===== src/rtl/audio_sample_streamer_if.sv =====
// Avalon-MM pipelined read bundle between the sample streamer (master) and flash (slave).
interface audio_sample_streamer_if #(
  parameter int ADDR_W = 23
);
  logic [ADDR_W-1:0] mem_addr;
  logic              mem_read;
  logic              mem_waitrequest;
  logic [31:0]       mem_readdata;
  logic              mem_readdatavalid;

  modport master (
    output mem_addr, mem_read,
    input  mem_waitrequest, mem_readdata, mem_readdatavalid
  );

  modport slave (
    input  mem_addr, mem_read,
    output mem_waitrequest, mem_readdata, mem_readdatavalid
  );
endinterface


===== src/rtl/audio_sample_streamer.sv =====
// Fetches packed 32-bit words from flash and plays them out as four signed
// 8-bit samples per word, one per sample_tick, with silence on pause/underrun.
module audio_sample_streamer #(
  parameter int                ADDR_W    = 23,
  parameter logic [ADDR_W-1:0] LAST_ADDR = ADDR_W'(23'h7FFFF)
) (
  input  logic                           clk,
  input  logic                           reset_n,
  input  logic                           sample_tick,
  input  logic                           play,
  input  logic                           restart,
  audio_sample_streamer_if.master        mem,
  output logic [7:0]                     audio_out,
  output logic                           sample_strobe,
  output logic                           silent,
  output logic                           underrun
);

  typedef enum logic [1:0] {
    F_IDLE = 2'd0,
    F_REQ  = 2'd1,
    F_WAIT = 2'd2
  } fetch_state_e;

  fetch_state_e      r_state, w_state;
  logic [ADDR_W-1:0] r_mem_addr, r_next_addr, w_next_addr;
  logic              r_mem_read, r_discard, w_discard;
  logic              w_issue, w_resp, w_fill;
  logic [31:0]       r_cur, r_nxt, w_cur, w_nxt;
  logic              r_cur_v, r_nxt_v, w_cur_v, w_nxt_v;
  logic [1:0]        r_idx, w_idx;
  logic [7:0]        r_audio, w_audio;
  logic              r_strobe, r_silent, r_underrun;
  logic              w_strobe, w_silent, w_underrun;

  assign mem.mem_addr  = r_mem_addr;
  assign mem.mem_read  = r_mem_read;
  assign audio_out     = r_audio;
  assign sample_strobe = r_strobe;
  assign silent        = r_silent;
  assign underrun      = r_underrun;

  always_comb begin
    w_state = r_state;
    w_issue = 1'b0;
    w_resp  = 1'b0;
    case (r_state)
      F_IDLE: begin
        if (!r_nxt_v) begin
          w_state = F_REQ;
          w_issue = 1'b1;
        end else begin
          w_state = F_IDLE;
        end
      end
      F_REQ: begin
        if (!mem.mem_waitrequest) begin
          w_state = F_WAIT;
        end else begin
          w_state = F_REQ;
        end
      end
      F_WAIT: begin
        if (mem.mem_readdatavalid) begin
          w_state = F_IDLE;
          w_resp  = 1'b1;
        end else begin
          w_state = F_WAIT;
        end
      end
      default: w_state = F_IDLE;
    endcase
  end

  // A restart orphans any request already on the bus; its response must be dropped.
  always_comb begin
    w_discard   = r_discard;
    w_fill      = w_resp && !r_discard && !restart;
    w_next_addr = r_next_addr;
    if (restart && ((r_state == F_REQ) || ((r_state == F_WAIT) && !mem.mem_readdatavalid))) begin
      w_discard = 1'b1;
    end else if (w_resp) begin
      w_discard = 1'b0;
    end else begin
      w_discard = r_discard;
    end
    if (restart) begin
      w_next_addr = '0;
    end else if (w_fill) begin
      w_next_addr = (r_next_addr == LAST_ADDR) ? '0 : r_next_addr + ADDR_W'(1);
    end else begin
      w_next_addr = r_next_addr;
    end
  end

  // Tick consumption sees pre-edge buffers; incoming data lands after it.
  always_comb begin
    w_cur      = r_cur;
    w_cur_v    = r_cur_v;
    w_nxt      = r_nxt;
    w_nxt_v    = r_nxt_v;
    w_idx      = r_idx;
    w_audio    = r_audio;
    w_silent   = r_silent;
    w_strobe   = 1'b0;
    w_underrun = r_underrun;
    if (restart) begin
      w_cur_v    = 1'b0;
      w_nxt_v    = 1'b0;
      w_idx      = 2'd0;
      w_underrun = 1'b0;
      if (sample_tick) begin
        w_strobe = 1'b1;
        w_audio  = 8'h00;
        w_silent = 1'b1;
      end else begin
        w_strobe = 1'b0;
      end
    end else begin
      if (sample_tick) begin
        w_strobe = 1'b1;
        if (play && r_cur_v) begin
          w_audio  = r_cur[{r_idx, 3'b000} +: 8];
          w_silent = 1'b0;
          if (r_idx == 2'd3) begin
            w_cur   = r_nxt;
            w_cur_v = r_nxt_v;
            w_nxt_v = 1'b0;
            w_idx   = 2'd0;
          end else begin
            w_idx = r_idx + 2'd1;
          end
        end else begin
          w_audio    = 8'h00;
          w_silent   = 1'b1;
          w_underrun = play ? 1'b1 : r_underrun;
        end
      end else begin
        w_strobe = 1'b0;
      end
      if (w_fill) begin
        if (!w_cur_v) begin
          w_cur   = mem.mem_readdata;
          w_cur_v = 1'b1;
        end else begin
          w_nxt   = mem.mem_readdata;
          w_nxt_v = 1'b1;
        end
      end else begin
        w_nxt_v = w_nxt_v;
      end
    end
  end

  always_ff @(posedge clk or negedge reset_n) begin
    if (!reset_n) begin
      r_state     <= F_IDLE;
      r_mem_addr  <= '0;
      r_next_addr <= '0;
      r_mem_read  <= 1'b0;
      r_discard   <= 1'b0;
      r_cur       <= 32'h0000_0000;
      r_nxt       <= 32'h0000_0000;
      r_cur_v     <= 1'b0;
      r_nxt_v     <= 1'b0;
      r_idx       <= 2'd0;
      r_audio     <= 8'h00;
      r_strobe    <= 1'b0;
      r_silent    <= 1'b1;
      r_underrun  <= 1'b0;
    end else begin
      r_state     <= w_state;
      r_mem_read  <= (w_state == F_REQ);
      r_next_addr <= w_next_addr;
      r_discard   <= w_discard;
      if (w_issue) begin
        r_mem_addr <= w_next_addr;
      end else begin
        r_mem_addr <= r_mem_addr;
      end
      r_cur       <= w_cur;
      r_nxt       <= w_nxt;
      r_cur_v     <= w_cur_v;
      r_nxt_v     <= w_nxt_v;
      r_idx       <= w_idx;
      r_audio     <= w_audio;
      r_strobe    <= w_strobe;
      r_silent    <= w_silent;
      r_underrun  <= w_underrun;
    end
  end

endmodule


===== src/flat_wrapper.sv =====
// flat-port wrapper written by rule: the top's interface ports become plain ports
module audio_sample_streamer_flat 
#(
  parameter int                ADDR_W    = 23,
  parameter logic [ADDR_W-1:0] LAST_ADDR = ADDR_W'(23'h7FFFF)
)
  (clk, reset_n, sample_tick, play, restart, audio_out, sample_strobe, silent, underrun, mem_mem_addr, mem_mem_read, mem_mem_waitrequest, mem_mem_readdata, mem_mem_readdatavalid);
  audio_sample_streamer_if #(.ADDR_W(ADDR_W)) mem_i ();
  input  logic clk;
  input  logic reset_n;
  input  logic sample_tick;
  input  logic play;
  input  logic restart;
  output logic [7:0] audio_out;
  output logic sample_strobe;
  output logic silent;
  output logic underrun;
  output wire logic [$bits(mem_i.mem_addr)-1:0] mem_mem_addr;
  output wire logic [$bits(mem_i.mem_read)-1:0] mem_mem_read;
  input wire logic [$bits(mem_i.mem_waitrequest)-1:0] mem_mem_waitrequest;
  input wire logic [$bits(mem_i.mem_readdata)-1:0] mem_mem_readdata;
  input wire logic [$bits(mem_i.mem_readdatavalid)-1:0] mem_mem_readdatavalid;
  assign mem_mem_addr = mem_i.mem_addr;
  assign mem_mem_read = mem_i.mem_read;
  assign mem_i.mem_waitrequest = mem_mem_waitrequest;
  assign mem_i.mem_readdata = mem_mem_readdata;
  assign mem_i.mem_readdatavalid = mem_mem_readdatavalid;
  audio_sample_streamer #(.ADDR_W(ADDR_W), .LAST_ADDR(LAST_ADDR)) u_core (.clk(clk), .reset_n(reset_n), .sample_tick(sample_tick), .play(play), .restart(restart), .mem(mem_i), .audio_out(audio_out), .sample_strobe(sample_strobe), .silent(silent), .underrun(underrun));
endmodule

===== config.mk =====
export PLATFORM = sky130hd
export DESIGN_NAME = audio_sample_streamer_flat
export DESIGN_NICKNAME = d
export VERILOG_FILES = /design/src/rtl/audio_sample_streamer_if.sv /design/src/rtl/audio_sample_streamer.sv /design/src/flat_wrapper.sv
export SDC_FILE = /design/constraint.sdc
export NUM_CORES = 1
export LEC_CHECK = 0
export ABC_CLOCK_PERIOD_IN_PS = 3800
export BUFFER_PORTS_ARGS = -buffer_cell sky130_fd_sc_hd__buf_2
export CAP_MARGIN = 20
export CORE_UTILIZATION = 60
export CTS_CLUSTER_DIAMETER = 100
export DETAILED_ROUTE_END_ITERATION = 8
export PLACE_DENSITY = 0.82
export RECOVER_POWER = 50
export SYNTH_ARGS = -nofsm -noshare
export SYNTH_HDL_FRONTEND = slang
export SYNTH_SLANG_ARGS = --single-unit

===== constraint.sdc =====
create_clock -name clk -period 3.8 [get_ports clk]
set_clock_uncertainty 0.05 [all_clocks]
set_input_delay 0.95 -clock clk [delete_from_list [all_inputs] [get_ports clk]]
set_output_delay 0.95 -clock clk [all_outputs]
set_load 0.02 [all_outputs]

==> results of run 1 <==
registers in the layout, summed over array words and instances, names as in the netlist:
register and flops:
u_core.r_state 2, u_core.r_next_addr 23, u_core.r_cur_v 1, u_core.r_nxt_v 1
u_core.sample_strobe 1, u_core.mem.mem_addr 23, u_core.r_idx 2, u_core.r_cur 32
u_core.underrun 1, u_core.silent 1, u_core.r_nxt 32, u_core.mem.mem_read 1
u_core.r_discard 1, u_core.audio_out 8
final cells by class:
class / count / area [um^2]
Clock buffer: 18 / 428
Clock inverter: 14 / 140
Fill cell: 713 / 2720
Inverter: 54 / 203
Multi-Input combinational cell: 325 / 2420
Sequential cell: 129 / 3230
Tap cell: 133 / 166
Timing Repair Buffer: 82 / 424
placed cells by master, fill, tap and decap left out, types with 4 or more instances in the layout:
master	instances
nor2_1	52
mux2i_1	33
nand3_1	12
o31ai_1	11
buf_2	71
nand2_1	24
xnor2_1	6
mux2_2	33
buf_4	7
dfrtp_1	128
nand4_1	6
clkbuf_16	16
a22o_1	9
o22ai_1	10
or3_1	6
clkinvlp_4	5
clkinv_2	5
mux4_2	8
inv_1	54
o22a_1	32
nand2b_1	5
nor3_1	4
or4_1	9
a21oi_1	16
o21ai_0	15
power by group:
| group | leakage, uW | switching [uW] | internal [uW] |
|---|---|---|---|
| Combinational | 0.00160 | 237 | 255 |
| Clock | 0.000269 | 589 | 945 |
| Sequential | 0.00174 | 153 | 1560 |
| Total | 0.00361 | 979 | 2760 |
cells in the mapped netlist, drive strengths merged, types with 2 or more instances:
cell type / count
dfrtp: 128
inv: 54
nor2: 52
mux2: 33
mux2i: 33
o22a: 32
clkbuf: 25
nand2: 24
a21oi: 17
o21ai: 15
nand3: 12
o31ai: 11
o22ai: 10
or4: 10
a22o: 9
buf: 8
mux4: 8
nand4: 6
or3: 6
xnor2: 6
nand2b: 5
nor3: 4
and4: 3
nand4b: 3
nor4: 3
or2: 3
a31o: 2
ha: 2
xor2: 2
kinds of logic (layout without fill, tap and decap cells):
group	count (synthesis)	count (layout)	share of synthesized area [%]
AND/OR/NAND/NOR	139	139	11.8
multiplexers	74	74	14.7
XOR/XNOR	8	8	1.17
AO/OA/AOI/OAI	102	102	12.3
buffers and inverters	87	168	5.60
adder cells (fa/ha/maj)	2	2	0.418
flip-flops	129	129	54.0
routing by layer:
layer  up-vias  GRT usage (%)
li1       2062              -
met1      2233           32.9
met2       142           48.6
met3        29           5.47
met4         0           11.6
met5         -              0
how the worst min path moves through the flow:
stage	to	slack, ns	depth (start not counted)
final	u_core.mem.mem_addr[4]	0.39	1
after floorplan	u_core.r_cur[30]	0.40	1
after global routing	u_core.mem.mem_addr[4]	0.43	1
after detailed placement	u_core.mem.mem_addr[9]	0.42	2
after global placement	u_core.mem.mem_addr[13]	0.41	2
after CTS	u_core.mem.mem_addr[4]	0.42	1
through the flow:
step / utilization [%] / worst slack (ns) / instance area [um^2] / total power (uW) / hold slack (ns)
6_report: 72.1 / 1.26 / 7010 / 3740 / 0.393
5_1_grt: 72.1 / 1.08 / 7010 / 3890 / 0.434
4_1_cts: 72.3 / 1.31 / 7040 / 3770 / 0.416
3_5_place_dp: 66.5 / 0.860 / 6470 / 2230 / 0.421
3_3_place_gp: 66.5 / 0.897 / 6470 / 2200 / 0.407
2_1_floorplan: - / 1.11 / 5980 / 2050 / 0.405
==> key figures, run 1 <==
Synthesis
  – Synthesis Warnings: 0
  – Yosys cell types: 46
  – Synth area leaders: dfrtp_1 54%, mux2_2 6.2%, mux2i_1 5.5%, o22a_1 4.7%, inv_1 3.4%
  – Post-Synthesis Cells: 541
  – Syn nets: 582
  – Yosys top cell area share: 53.5%
  – Post-synth EDFFs: 0
  – Post-synthesis instance area: 5980 um^2
  – Flops & latches, synth: 129
  – Syn_area_per_cell: 11.1 um^2
  – Predominant post-synthesis flop cell: dfrtp_1
  – Async set-reset flop share out of synthesis: 100%
  – Sequential area share after synthesis: 54.0%
  – Cell taking the most area after synthesis: dfrtp_1

Placed design
  – I/O Buffers: 73
  – Dpl cells: 723
  – Routability congestion estimate: 0.879
  – DP HPWL: 8600 um

Setup path
  – Crit path depth: 6
  – WP data required: 4.15 ns
  – Crit-path slowest cell: clkbuf_1
  – Buf/Inv on CP: 2
  – Max stage delay on crit path: 0.52 ns
  – Worst EP arrival: 2.89 ns
  – Capture point of the critical path: u_core.r_cur[28]
  – Cell breakdown of the critical path: clkbuf_1 > nand4b_1 > a211o_2 > buf_4 > mux2i_1 > o22a_1
  – Max Fanout on Critical Path: 32
  – Crit path max-delay family: buffers and inverters
  – Reg2reg start: u_core.r_idx[0]
  – R2R Path End: u_core.r_cur[28]
  – Setup crit start: sample_tick
  – Critical path class: in -> reg
  – Worst-case reg-to-reg path depth: 6
  – CP startpoint kind: primary input
  – Crit path capture type: register
  – Register-to-register setup slack: 1.30 ns

Pwr
  – Lkg Pwr: 0.00361 uW
  – Max VDD drop: 0.000349 V
  – PwrDens: 533 nW/um^2

Detailed routing
  – 1st-iter DRT viols: 264
  – Vias per Instance: 5.92
  – TritonRoute pass-1 iters: 6
  – Antenna-violating nets left: 0
  – Highest metal used: met4
  – DRC: 1
  – Via count: 4466
  – Routed length per instance: 17.2 um
  – Metal2 WL: 6780 um
  – WL final: 13000 um
  – DRT met1 WL: 5300 um
  – Met3 WL post-DR: 596 um

Timing
  – Setup TNS: 0 ns
  – Final setup violation count: 0
  – Pins Over Slew Limit: 0
  – Slew HR: 7.94%
  – RSZ-0062 raised after global routing: no
  – Tcrit/Tclk final: 66.8%
  – Slew @ Worst Pin: 1.38 ns
  – F_max: 394 MHz
  – Final Hold Viols: 0
  – Minimum clock period after layout: 2.54 ns

Clock network
  – CTS tree: done
  – Clock Tree Buf Depth: 2
  – Post_cts resized: 0
  – Max H-tree Level: 4
  – Clock Sinks: 129
  – Post-CTS Hold Fix Bufs: 0
  – CTS clk-pin slew, worst paths: 0.06 ns
  – Number of buffers created by CTS: 17
  – Root buffer cell: clkbuf_8
  – Setup repair bufs after CTS: 0
  – Latest clock arrival within the worst-skew pair: 0.52 ns

Floorplanning
  – DIE AREA: 10400 um^2
  – Rows: 36
  – Core Area: 9730 um^2
  – I/O pin total: 74
  – Die height: 102 um
  – Starting Density: 61.5%
  – Die width: 102 um

Run status
  – Violated checks: design-rule violations
  – Status: finished, violations left

Final layout
  – P&R area growth vs syn: 17.2%
  – Post-Layout Cell Count: 755
  – Diodes inserted: 0
  – Share of cells above drive strength 1: 25.9%
  – Nets: 650

Worst hold path
  – Worst Hold Class: in -> async

Job
  – Max_cap viols: 0

Global route
  – Grt total ovfl: 0
  – Tot GR Track Use: 27.5%
  – Largest net degree at the start of global routing: 57
  – Vias in the first global route: 4504
  – Antenna violations before repair: 0
  – First-pass GRT wire length: 21400 um
Note: power is estimated with default switching activity, not from simulation.
==> run 2: changes to the inputs <==
- ABC_AREA: not set -> 1
- ABC_CLOCK_PERIOD_IN_PS: 3800 -> 2630
- CORE_UTILIZATION: 60 -> 58
- PLACE_DENSITY: 0.82 -> 0.8
- clock period: 3.8 -> 2.63 ns (I/O delays scaled with it)
==> key figures, run 2 <==
Final layout
  – Layout Utilization: 71.1% (-1.0 points)
  – Most frequent cells in the layout: 159 x nand2_1, 128 x dfrtp_1, 108 x nor2_1
  – P&R area growth vs syn: 18.7%
  – Most common cell after layout, fill and taps aside: nand2_1
  – Diodes inserted: 0 (unchanged)
  – Nets: 893 (+37%)
  – Share of cells above drive strength 1: 14.9% (-11 points)
  – Top flop regs: u_core.r_cur (32), u_core.r_nxt (32)

Clock network
  – CTS tree: done
  – Clock Sinks: 129 (unchanged)
  – Setup repair bufs after CTS: 0 (unchanged)
  – CTS clk-pin slew, worst paths: 0.06 ns (about the same)
  – Post-CTS Hold Fix Bufs: 0 (unchanged)
  – Root buffer cell: clkbuf_8
  – Max H-tree Level: 4 (unchanged)
  – Latest clock arrival within the worst-skew pair: 0.53 ns (about the same)
  – Clock Tree Buf Depth: 2 (unchanged)
  – Number of buffers created by CTS: 17 (unchanged)
  – Post_cts resized: 0 (unchanged)

Timing
  – Slew @ Worst Pin: 2.05 ns (+0.674 ns)
  – Tcrit/Tclk final: 82.3%
  – Setup TNS: 0 ns (unchanged)
  – Final setup violation count: 0 (unchanged)
  – F_max: 462 MHz
  – RSZ-0062 raised after global routing: no
  – Pins Over Slew Limit: 33 (+33)
  – Minimum clock period after layout: 2.16 ns
  – Final setup margin: 0.466 ns (-0.794 ns)
  – Final Hold Viols: 0 (unchanged)
  – Slew HR: -37.0% (-45 points)

Synthesis
  – Synth area leaders: dfrtp_1 52%, nand2_1 9.7%, a21oi_1 8.0%, nor2_1 6.5%, nand3_1 5.7%
  – Async set-reset flop share out of synthesis: 100% (unchanged)
  – Flops & latches, synth: 129 (unchanged)
  – Sequential area share after synthesis: 52.2% (-1.7 points)
  – Yosys top cell area share: 51.8% (-1.7 points)
  – Post-Synthesis Cells: 780 (+44%)
  – Cell taking the most area after synthesis: dfrtp_1
  – Synth top cells by count: 159 x nand2_1, 128 x dfrtp_1, 107 x nor2_1
  – Most common cell in the netlist: nand2_1
  – Syn nets: 821 (+41%)
  – Yosys cell types: 36 (-22%)
  – Post-synth EDFFs: 0 (unchanged)
  – Synthesis Warnings: 0 (unchanged)
  – Syn_area_per_cell: 7.93 um^2 (-28%)
  – Post-synthesis instance area: 6180 um^2 (+3.3%)
  – Predominant post-synthesis flop cell: dfrtp_1

Pwr
  – Lkg Pwr: 0.00370 uW (+2.4%)
  – PwrDens: 752 nW/um^2 (+41%)
  – Max VDD drop: 0.000379 V (+8.7%)

Global route
  – Busiest grt layer: met2
  – Grt total ovfl: 0 (unchanged)
  – Antenna violations before repair: 0 (unchanged)
  – Vias in the first global route: 5778 (+28%)
  – GR Util met3: 6.86% (+1.4 points)
  – Tot GR Track Use: 32.0% (+4.5 points)
  – First-pass GRT wire length: 27500 um (+28%)
  – M1 GR Usage: 38.9% (+6.0 points)
  – Largest net degree at the start of global routing: 50 (-12%)
  – M2 GR Usage: 54.6% (+6.0 points)

Setup path
  – Critical path class: reg -> reg
  – Buf/Inv on CP: 2 (unchanged)
  – Crit path max-delay family: simple AND/OR/NAND/NOR gates
  – Crit-path slowest cell: dfrtp_1
  – CP startpoint kind: register
  – WP data required: 2.93 ns (-1.22 ns)
  – Crit path capture type: register
  – Max Fanout on Critical Path: 7 (-78%)
  – Most frequent CP cell: nand2_1
  – Worst EP arrival: 2.47 ns (-0.42 ns)
  – Cell breakdown of the critical path: nor2_2 > inv_1 > nor2_1 > nand2_1 > nor2_1 > nand2_1 > nand2_1 > inv_1 > nand2_1 > o21ai_0
  – Max stage delay on crit path: 0.39 ns (-0.13 ns)

Placed design
  – Routability congestion estimate: 0.906 (+3.0%)
  – Pre-CTS setup slack: 0.362 ns (-0.498 ns)
  – I/O Buffers: 73 (unchanged)
  – DP HPWL: 11000 um (+27%)

Floorplanning
  – Core Area: 10300 um^2 (+6.1%)
  – Starting Density: 59.9% (-1.6 points)
  – Die width: 105 um (+3.3%)
  – DIE AREA: 11100 um^2 (+6.7%)
  – I/O pin total: 74 (unchanged)
  – Die height: 105 um (+3.3%)
  – Rows: 37 (+2.8%)

Detailed routing
  – WL final: 16300 um (+26%)
  – Routed length per instance: 16.3 um (-5.3%)
  – 1st-iter DRT viols: 386 (+46%)
  – TritonRoute pass-1 iters: 6 (unchanged)
  – DRC: 0 (-1)
  – Antenna-violating nets left: 0 (unchanged)
  – Via count: 5749 (+29%)
  – Vias per Instance: 5.74 (-2.9%)

Run status
  – Status: finished, violations left
  – Violated checks: max-capacitance violations, max-slew violations

Job
  – Max_cap viols: 1 (+1)

Worst hold path
  – Worst Hold Class: in -> reg
[run 2: cell count changes after synthesis, moves of 8 or more]
cell	delta
nand3_1	+58
a21oi_1	+82
nand2_1	+135
o22a_1	-32
mux2i_1	-33
nor2_1	+55
o21ai_0	+29
o31ai_1	-9
mux2_2	-33
or4_1	-9
inv_1	+18
mux4_2	-8
[run 2: path summary, 6_finish.rpt]
path	from	to	slack (ns)	depth (start not counted)
worst max-delay path	u_core.r_discard	u_core.mem.mem_addr[15]	0.47	10
worst min-delay path	sample_tick	u_core.sample_strobe	0.27	1
worst max register to register	u_core.r_discard	u_core.mem.mem_addr[15]	0.47	10
worst min register to register	u_core.mem.mem_addr[18]	u_core.mem.mem_addr[18]	0.43	2
max in group asynchronous	reset_n	u_core.r_nxt[16]	0.68	1
min in group asynchronous	reset_n	u_core.r_nxt[27]	0.66	1
[run 2: per-stage QoR]
step | hold slack, ns | instances | area, um^2 | total power (uW)
finish | 0.274 | 1001 | 7340 | 5520
global route | 0.258 | 1001 | 7340 | 5730
CTS | 0.0430 | 1001 | 7360 | 5560
detailed placement | 0.410 | 969 | 6730 | 3040
global placement | 0.409 | 969 | 6730 | 3020
floorplan | 0.312 | 780 | 6180 | 2740
[run 2: final cells by class]
| type | count | area, um^2 |
|---|---|---|
| fill | 796 | 2980 |
| sequential | 129 | 3230 |
| multi-input combinational | 536 | 2490 |
| clock buffer | 20 | 455 |
| inverter | 75 | 282 |
| tap | 136 | 170 |
| timing repair buffer | 93 | 531 |
| clock inverter | 12 | 179 |
[run 2: power breakdown]
part	internal (uW)	switching, uW
registers	2180	133
clock network	1620	890
logic	217	481
[run 2: logic make-up (layout without fill, tap and decap cells)]
logic type | Yosys count | in the layout | share of synthesized area [%]
adder cells (fa/ha/maj) | 2 | 2 | 0.405
AND/OR/NAND/NOR | 357 | 357 | 23.9
AO/OA/AOI/OAI | 168 | 168 | 14.8
flip-flops | 129 | 129 | 52.2
XOR/XNOR | 9 | 9 | 1.28
buffers and inverters | 115 | 200 | 7.39
[run 2: routing by layer]
layer | part of all wire [%] | vias up
met1 | 40 | 2787
met5 | 0 | -
met4 | 3.1 | 0
met2 | 51 | 225
met3 | 5.4 | 45
li1 | - | 2692
[run 2: worst reg2reg max path: stages, from the launching register on]
cell     delay (ns)
dfrtp_1        0.39
nor2_2         0.14
inv_1          0.06
nor2_1         0.36
nand2_1        0.18
nor2_1         0.15
nand2_1        0.07
nand2_1        0.23
inv_1          0.14
nand2_1        0.12
o21ai_0        0.12
